### config.mk
export PLATFORM = sky130hd
export DESIGN_NAME = avalon_mm_arbiter
export DESIGN_NICKNAME = d
export VERILOG_FILES = /design/src/rtl/avalon_arb_pkg.sv /design/src/rtl/rr_priority_picker.sv /design/src/rtl/avalon_mm_arbiter.sv
export SDC_FILE = /design/constraint.sdc
export NUM_CORES = 1
export LEC_CHECK = 0
export ABC_AREA = 1
export ABC_CLOCK_PERIOD_IN_PS = 1700
export CORE_MARGIN = 10
export CORE_UTILIZATION = 22
export DETAILED_ROUTE_END_ITERATION = 7
export PLACE_DENSITY_LB_ADDON = 0.1
export SLEW_MARGIN = 25
export SYNTH_ARGS = -nofsm -noshare
export SYNTH_HDL_FRONTEND = slang
export SYNTH_SLANG_ARGS = --single-unit
### constraint.sdc
create_clock -name CLK -period 1.7 [get_ports CLK]
set_input_delay 0.255 -clock CLK [delete_from_list [all_inputs] [get_ports CLK]]
set_output_delay 0.255 -clock CLK [all_outputs]
set_load 0.02 [all_outputs]
### src/rtl/avalon_arb_pkg.sv
// Shared types and helpers for the Avalon-MM round-robin arbiter.
//   arb_state_t  : arbiter FSM states
//   TIMEOUT_DATA : read data returned on a watchdog-forced completion
//   rr_pick      : one-hot round-robin pick over up to MAX_MASTERS requesters
package avalon_arb_pkg;

    typedef enum logic [1:0] {IDLE, BUSY, LOCKED} arb_state_t;

    localparam int          MAX_MASTERS  = 8;
    localparam logic [31:0] TIMEOUT_DATA = 32'hDEADBEEF;

    // Scans req starting at ptr and wrapping modulo n. The result is the
    // rotate / find-first / unrotate pick, written as a wrapped index walk.
    // Bits at or above n are never set.
    function automatic logic [MAX_MASTERS-1:0] rr_pick(
        input logic [MAX_MASTERS-1:0] req,
        input logic [2:0]             ptr,
        input int                     n
    );
        logic [MAX_MASTERS-1:0] gnt;
        logic                   found;
        logic [3:0]             idx;
        gnt   = '0;
        found = 1'b0;
        for (int k = 0; k < MAX_MASTERS; k++) begin
            idx = {1'b0, ptr} + 4'(k);
            if (idx >= 4'(n)) idx = idx - 4'(n);
            if (k < n && !found && req[idx[2:0]]) begin
                gnt[idx[2:0]] = 1'b1;
                found         = 1'b1;
            end
        end
        return gnt;
    endfunction

endpackage

### src/rtl/rr_priority_picker.sv
// Combinational round-robin picker.
//   req   : per-master request vector
//   ptr   : index holding highest priority this round
//   grant : one-hot pick, zero when nothing requests
module rr_priority_picker
    import avalon_arb_pkg::*;
#(
    parameter int N = 2
) (
    input  logic [N-1:0] req,
    input  logic [2:0]   ptr,
    output logic [N-1:0] grant
);

    logic [MAX_MASTERS-1:0] req_ext;
    logic [MAX_MASTERS-1:0] gnt_ext;
    logic                   unused_hi;

    always_comb begin
        req_ext        = '0;
        req_ext[N-1:0] = req;
        gnt_ext        = rr_pick(req_ext, ptr, N);
        grant          = gnt_ext[N-1:0];
    end

    // Bits above N are always zero.
    assign unused_hi = ^gnt_ext;

endmodule

### src/rtl/avalon_mm_arbiter.sv
// Round-robin arbiter sharing one Avalon-MM slave port between N_MASTERS
// masters, one transfer per grant, with LOCK for atomic sequences.
//   CLK, RST                   : clock, async active-high reset
//   M_* (packed, master i at slice i) : master-side request/response
//   S_*                        : slave-side port, muxed from the owner
//   GRANT                      : one-hot current owner, zero when idle
// Optional: define AVALON_ARB_TIMEOUT_EN to add a waitrequest watchdog and
// the TIMEOUT_ERR output.
module avalon_mm_arbiter
    import avalon_arb_pkg::*;
#(
    parameter int N_MASTERS      = 2,
    parameter int ADDR_W         = 32,
    parameter int DATA_W         = 32,
    parameter int TIMEOUT_CYCLES = 1024
) (
    input  logic                        CLK,
    input  logic                        RST,
    input  logic [N_MASTERS*ADDR_W-1:0] M_ADDRESS,
    input  logic [N_MASTERS*DATA_W-1:0] M_WRITEDATA,
    input  logic [N_MASTERS-1:0]        M_READ,
    input  logic [N_MASTERS-1:0]        M_WRITE,
    input  logic [N_MASTERS-1:0]        M_LOCK,
    output logic [N_MASTERS-1:0]        M_WAITREQUEST,
    output logic [DATA_W-1:0]           M_READDATA,
    output logic [ADDR_W-1:0]           S_ADDRESS,
    output logic [DATA_W-1:0]           S_WRITEDATA,
    output logic                        S_READ,
    output logic                        S_WRITE,
    output logic                        S_BEGINTRANSFER,
    output logic                        S_LOCK,
    input  logic                        S_WAITREQUEST,
    input  logic [DATA_W-1:0]           S_READDATA,
    output logic [N_MASTERS-1:0]        GRANT
`ifdef AVALON_ARB_TIMEOUT_EN
    ,
    output logic                        TIMEOUT_ERR
`endif
);

    arb_state_t           state_q, state_d;
    logic [N_MASTERS-1:0] grant_q, grant_d;
    logic [2:0]           ptr_q, ptr_d;
    logic                 first_q, first_d;   // first BUSY cycle of a transfer

    logic [N_MASTERS-1:0] req, pick;
    logic [ADDR_W-1:0]    g_addr;
    logic [DATA_W-1:0]    g_wdata;
    logic                 g_rd, g_wr, g_lock, g_req;
    logic [2:0]           g_idx, ptr_next;
    logic                 busy, done_ok, done, timeout;

    assign req = M_READ | M_WRITE;

    rr_priority_picker #(.N(N_MASTERS)) u_pick (
        .req   (req),
        .ptr   (ptr_q),
        .grant (pick)
    );

    // Owner's signals; all zero when nobody holds the grant.
    always_comb begin
        g_addr  = '0;
        g_wdata = '0;
        g_rd    = 1'b0;
        g_wr    = 1'b0;
        g_lock  = 1'b0;
        g_idx   = '0;
        for (int i = 0; i < N_MASTERS; i++) begin
            if (grant_q[i]) begin
                g_addr  = M_ADDRESS[i*ADDR_W +: ADDR_W];
                g_wdata = M_WRITEDATA[i*DATA_W +: DATA_W];
                g_rd    = M_READ[i];
                g_wr    = M_WRITE[i];
                g_lock  = M_LOCK[i];
                g_idx   = 3'(i);
            end
        end
    end

    assign busy     = (state_q == BUSY);
    assign g_req    = g_rd | g_wr;
    assign done_ok  = busy & g_req & ~S_WAITREQUEST;
    assign done     = done_ok | timeout;
    assign ptr_next = (g_idx == 3'(N_MASTERS - 1)) ? 3'd0 : g_idx + 3'd1;

`ifdef AVALON_ARB_TIMEOUT_EN
    localparam int CNT_W = $clog2(TIMEOUT_CYCLES + 1);
    logic [CNT_W-1:0] cnt_q, cnt_d, cnt_cur;

    // Stall count restarts on every BEGINTRANSFER cycle.
    always_comb begin
        cnt_cur = first_q ? '0 : cnt_q;
        timeout = busy & g_req & S_WAITREQUEST &
                  (cnt_cur == CNT_W'(TIMEOUT_CYCLES - 1));
        cnt_d   = (busy & S_WAITREQUEST) ? cnt_cur + 1'b1 : '0;
    end

    always_ff @(posedge CLK or posedge RST) begin
        if (RST) cnt_q <= '0;
        else     cnt_q <= cnt_d;
    end

    assign TIMEOUT_ERR = timeout;
`else
    localparam int unused_timeout_cycles = TIMEOUT_CYCLES;
    assign timeout = 1'b0;
`endif

    // Slave side: driven only while a transfer is in BUSY. Both commands
    // high is treated as a read.
    assign S_ADDRESS       = busy ? g_addr  : '0;
    assign S_WRITEDATA     = busy ? g_wdata : '0;
    assign S_READ          = busy & g_rd;
    assign S_WRITE         = busy & g_wr & ~g_rd;
    assign S_BEGINTRANSFER = busy & first_q;
    assign S_LOCK          = g_lock;
    assign GRANT           = grant_q;

    // Everyone stalls except the owner on its completion cycle.
    assign M_WAITREQUEST = ~(grant_q & {N_MASTERS{done}});
    assign M_READDATA    = timeout ? DATA_W'(TIMEOUT_DATA) :
                           busy    ? S_READDATA : '0;

    always_comb begin
        state_d = state_q;
        grant_d = grant_q;
        ptr_d   = ptr_q;
        first_d = 1'b0;
        case (state_q)
            IDLE: begin
                if (|req) begin
                    grant_d = pick;
                    state_d = BUSY;
                    first_d = 1'b1;
                end
            end
            BUSY: begin
                if (!g_req) begin
                    // Owner withdrew mid-transfer: drop it, no rr update.
                    state_d = IDLE;
                    grant_d = '0;
                end else if (timeout || (done_ok && !g_lock)) begin
                    state_d = IDLE;
                    grant_d = '0;
                    ptr_d   = ptr_next;
                end else if (done_ok) begin
                    state_d = LOCKED;
                end
            end
            LOCKED: begin
                if (|(req & grant_q)) begin
                    state_d = BUSY;
                    first_d = 1'b1;
                end else if (!g_lock) begin
                    state_d = IDLE;
                    grant_d = '0;
                    ptr_d   = ptr_next;
                end
            end
            default: begin
                state_d = IDLE;
                grant_d = '0;
            end
        endcase
    end

    always_ff @(posedge CLK or posedge RST) begin
        if (RST) begin
            state_q <= IDLE;
            grant_q <= '0;
            ptr_q   <= '0;
            first_q <= 1'b0;
        end else begin
            state_q <= state_d;
            grant_q <= grant_d;
            ptr_q   <= ptr_d;
            first_q <= first_d;
        end
    end

endmodule

Yosys cells after proc, flatten, opt, wreduce, memory -nomap -nowiden
Cells that the tools add are included.
{ "word_totals": {"register_bits": 8, "wordCells": 100, "out_inout_bits": 104, "inputBits": 169} }
{ "classes": {"addsub": 4, "reduce_logical": 13, "muxes": 48, "magnitude_cmp": 6, "n_eq_ne": 11, "bitwise": 14} }
{ "ops": {"columns": ["cell", "n"], "rows": [
  ["32-bit 2-to-1 mux", 7],
  ["2-bit 2-to-1 mux", 12],
  ["3-bit 2-to-1 mux", 7],
  ["1-bit 2-to-1 mux", 14],
  ["2-bit case mux with 3 select lines", 2],
  ["3-bit by 4-bit < comparator with 1-bit output, second input constant", 2],
  ["2-bit != test, second input constant", 4],
  ["1-bit AND", 6],
  ["1-bit binary-select mux with 3-bit select", 2],
  ["1-bit demux with 3-bit select", 2],
  ["3-bit by 1-bit greater-or-equal comparator with 1-bit output, second input constant", 2],
  ["3-bit case mux with 2 select lines", 1],
  ["3-bit by 2-bit subtractor with 3-bit output, second input constant", 2],
  ["5-bit AND reduction", 1],
  ["3-bit by 1-bit adder with 4-bit output, second input constant", 1],
  ["2-bit AND", 2],
  ["4-bit by 2-bit greater-or-equal comparator with 1-bit output, second input constant", 1],
  ["1-bit logical AND", 4],
  ["4-bit by 2-bit != test with 1-bit output, second input constant", 1],
  ["2-bit OR", 2],
  ["4-bit AND reduction", 1],
  ["2-bit OR reduction", 2],
  ["3-bit by 1-bit adder with 3-bit output, second input constant", 1],
  ["3-bit by 1-bit == test with 1-bit output, second input constant", 1],
  ["other kinds (14)", 16]
]} }

Depth between registers and ports, before layout
{ "depth": {"ltp_word": 11, "ltp_mapped": 11, "ltp_nobuf": 10} }

Modules after synthesis
A second synthesis with hierarchy kept.
{ "hier_totals": {"cells_unflattened": 399, "area_unflattened_um2": 1873.0} }
{ "modules_own_cells": {"columns": ["mod", "n_inst", "cells_per_inst", "area_each_um2"], "rows": [
  ["avalon_mm_arbiter", 1, 357, 1642.8],
  ["rr_priority_picker", 1, 42, 230.2]
]} }

Least setup slack after synthesis
Ideal clock, no wire load.
{ "synth_path": {"path_kind": "register -> output", "startpoint": "reg grant_q[1], in the netlist GRANT[1]", "endpoint": "out S_ADDRESS[10]", "setup_slack_ps": 10, "stages_incl_launch_ff": 8, "path_buffers": 2, "arrival_ps": 1435, "path_cell_list": "dfrtp_1 -> buf_4 -> inv_4 -> nand2_1 -> inv_2 -> buf_4 -> nand2_1 -> a21oi_1"} }
{ "synth_between": {"elab_chain_cells": 2} }
{ "synth_rtl": {"columns": ["item", "line", "text"], "rows": [
  ["start, declared", "avalon_mm_arbiter.sv:42", "logic [N_MASTERS-1:0] grant_q, grant_d;"],
  ["start signal, assigned", "avalon_mm_arbiter.sv:176", "grant_q <= grant_d;"],
  ["32-bit 2-to-1 mux", "avalon_mm_arbiter.sv:70", "if (grant_q[i]) begin"],
  ["32-bit 2-to-1 mux", "avalon_mm_arbiter.sv:112", "assign S_ADDRESS = busy ? g_addr : '0;"],
  ["end, declared", "avalon_mm_arbiter.sv:26", "output logic [ADDR_W-1:0] S_ADDRESS,"]
]} }
Every way passes these cells.

Worst setup path after layout
{ "layout_path": {"startpoint": "reg grant_q[1], in the netlist GRANT[1]", "endpoint": "out S_WRITEDATA[19]"} }
{ "layout_between": {"elab_chain_cells": 2} }
{ "layout_rtl": {"columns": ["item", "line", "text"], "rows": [
  ["32-bit 2-to-1 mux", "avalon_mm_arbiter.sv:70", null],
  ["32-bit 2-to-1 mux", "avalon_mm_arbiter.sv:113", "assign S_WRITEDATA = busy ? g_wdata : '0;"],
  ["end, declared", "avalon_mm_arbiter.sv:27", "output logic [DATA_W-1:0] S_WRITEDATA,"]
]} }
Every way passes these cells.

==> results.md <==
- Via count: between 3000 and 4000
- Worst VDD drop: between 0.0006 and 0.0007 V
- Register bit total from synthesis: 6
- Largest net degree at the start of global routing: 40
- All-Layer GR Usage: between 20% and 30%
- Synth cell types: 22
- Gr ovfl total: 0
- Num CTS Buffers: 3
- Post-Syn Area per Cell: ~4.6 um2
- Endpoints failing setup: 54
- Final period util: 107%
- PD cells: around 1500 mW/mm2
- Max cap viols: 0
- Post-synth ARST share: 100%
- Dpl cells: roughly 730
- Detail Placement HPWL: about 11 mm
- Drc violations: 0
- Initial antenna violation count: 0
- DR vias/cell: about 4.7
- Post-place setup slack: -0.424 ns
- Slew @ Worst Pin: roughly 0.27 ns
- Filler Cells Inserted: 567
- Worst setup EP type: primary output
- Fmax: approximately 0.55 GHz
- Pwr Total: between 7 and 8 mW
- Final worst setup slack: -0.122 ns
- Worst clock skew: 0.000673 ns
- Crit path kind: flop to primary output
- Fin. Hold Viols: 0
- Area Growth Syn to Fin: 223%
- Ranking of synthesized cells by area: nand2_1 35%, a21oi_1 20%, inv_1 10%
- Hold Crit Class: input port to asynchronous set/reset pin
- Placeable Area: around 0.0073 mm2
- Synth top area share: between 30% and 40%
- Vias in the first global route: around 3400
- Mapped Cells: ~360
- Top FF cell, synth: dfrtp_1
- Post-route ant nets: 0
- Layout Nets: roughly 830
- Skew-Pair Late Insertion Delay: about 0.23 ns
- P_leak: ~2.5 nW
- Initial DRC count: around 120
- H-Tree Level Count: 1
- Synth Cell Area: 0.00165 mm2
- Row cnt: 31
- Pre-antenna DRT Iters: 4
- Crit path time final: around 1.8 ns
- Maximum clock path buffer count: 2
- DR WL/cell: 19.8 um
- Sink Count: 6
- Global-route wire length before repair: approximately 20 mm
- Largest area contributor in the netlist: nand2_1
- Antenna cells: 0
- Register area: ~150 um2
- Post-synthesis sequential area ratio: between 9 and 10%
- Layout Cells excl Fill: 756
- Top-count cell post-synth: nand2_1
- Multi-input logic area: between 0.0015 and 0.002 mm2
- Slew margin rel.: between 80% and 90%
- Final instance area: between 0.005 and 0.006 mm2
- I/O Buffers: between 200 and 300
- Outcome: finished, violations left
- Placer's final routability congestion estimate: 0.825
- Synth Net Count: 530
- Root buf cell: clkbuf_8
- Top cells by count, synth: 156 x nand2_1, 65 x a21oi_1, 44 x inv_1
- Crit path max fanout: 6
- Failing checks: negative setup slack
- RSZ-0062 raised after global routing: yes
- Placed cell areas: 0.00458 mm2
- Required @ worst endpoint: about 1.4 ns
- Chip Height: ~110 um
- Startpoint types: flop
- I/O Pins: 273
- Die ar.: 0.0114 mm2
- Arrival @ worst endpoint: around 1.6 ns
- Post-synth EDFFs: 0
- Slew Viols, Final: 0
- Die Wd: ~110 um
- Syn. warnings: 0
- Layout cells sized above 1: 39.0%
- TritonCTS clock tree: yes
- Clock transition at path regs: 0.04 ns
- Total routed wirelength: 14.9 mm
- Starting Density: 22.7%
==> worst max-delay path, cell delays in order, from the launching register on <==
cell,delay [ns]
dfrtp_2,0.44
inv_4,0.08
nand2_4,0.06
clkinv_8,0.07
buf_8,0.13
clkbuf_16,0.14
nand2_1,0.05
a21oi_1,0.16
buf_4,0.18
==> path summary, 6_finish.rpt <==
check	from	endpoint	slack (ns)	cells after the start
setup / recovery	GRANT[1]	S_WRITEDATA[19]	-0.12	8
hold / removal	RST	ptr_q[0]	0.26	2
setup reg to reg	GRANT[1]	GRANT[1]	0.21	9
hold reg to reg	ptr_q[0]	ptr_q[0]	0.50	2
max in group asynchronous	RST	GRANT[1]	1.21	2
min in group CLK	M_READ[0]	GRANT[1]	0.47	4
==> cell type report <==
class                   instances  share of cell area [%]
clock buffers                   4                   0.842
inverters                      47                    3.67
multi-input cells             284                    30.3
flip-flops and latches          6                    2.86
well taps                      99                    2.32
repair buffers                316                    60.0
==> layer usage <==
layer	part of all wire (%)	track usage [%]	wire (um)
met2	54	42.4	8080
met5	0	0	0
met1	34	22.0	5060
met3	9.6	8.20	1440
met4	2.4	5.80	357
==> repair_timing <==
action                                  4_1_cts  5_1_grt
gates resized for setup                     480      180
setup buffers                                12        5
endpoints found under the setup margin      102       93
cloned                                        5        5
hold buffers                                  0        0
pin swaps                                     8       29
==> report_power, final <==
group / switching [mW] / leakage [nW] / internal, mW
Combinational: 4.04 / 2.37 / 3.31
Sequential: 0.0687 / 0.0724 / 0.218
Clock: 0.0749 / 0.0228 / 0.162
==> cells in the final DEF, fill, tap and decap left out, types with 3 or more instances in the layout <==
master / count
inv_1: 44
buf_2: 29
buf_4: 38
nand2_4: 19
nor2_4: 3
nand2_2: 23
a21oi_2: 54
clkbuf_8: 3
clkbuf_16: 5
buf_12: 9
nor2_1: 40
dfrtp_1: 4
clkdlybuf4s50_1: 169
a21oi_1: 11
buf_8: 4
nand2_1: 117
clkbuf_2: 5
buf_6: 53
nand3_1: 5
==> sequential cells by signal, summed over array words and instances, names as in the netlist <==
name     cells
state_q      2
ptr_q        1
GRANT        2
first_q      1
==> stage by stage <==
stage / util, % / hold WS, ns / setup TNS (ns)
2_1_floorplan: - / 0.0460 / 0
3_3_place_gp: 62.9 / 0.482 / -17.92
3_5_place_dp: 62.9 / 0.490 / -20.44
4_1_cts: 67.9 / 0.265 / -3.18
5_1_grt: 73.3 / 0.287 / -5.13
6_report: 73.3 / 0.259 / -2.07
==> logic make-up after synthesis <==
| group | count (synthesis) | synth area share [%] |
|---|---|---|
| AOI/OAI and AO/OA | 72 | 22.5 |
| DFF | 6 | 9.08 |
| buffers and inverters | 71 | 18.4 |
| and+or+nand+nor | 212 | 50.0 |
(Power assumes the default switching activity.)
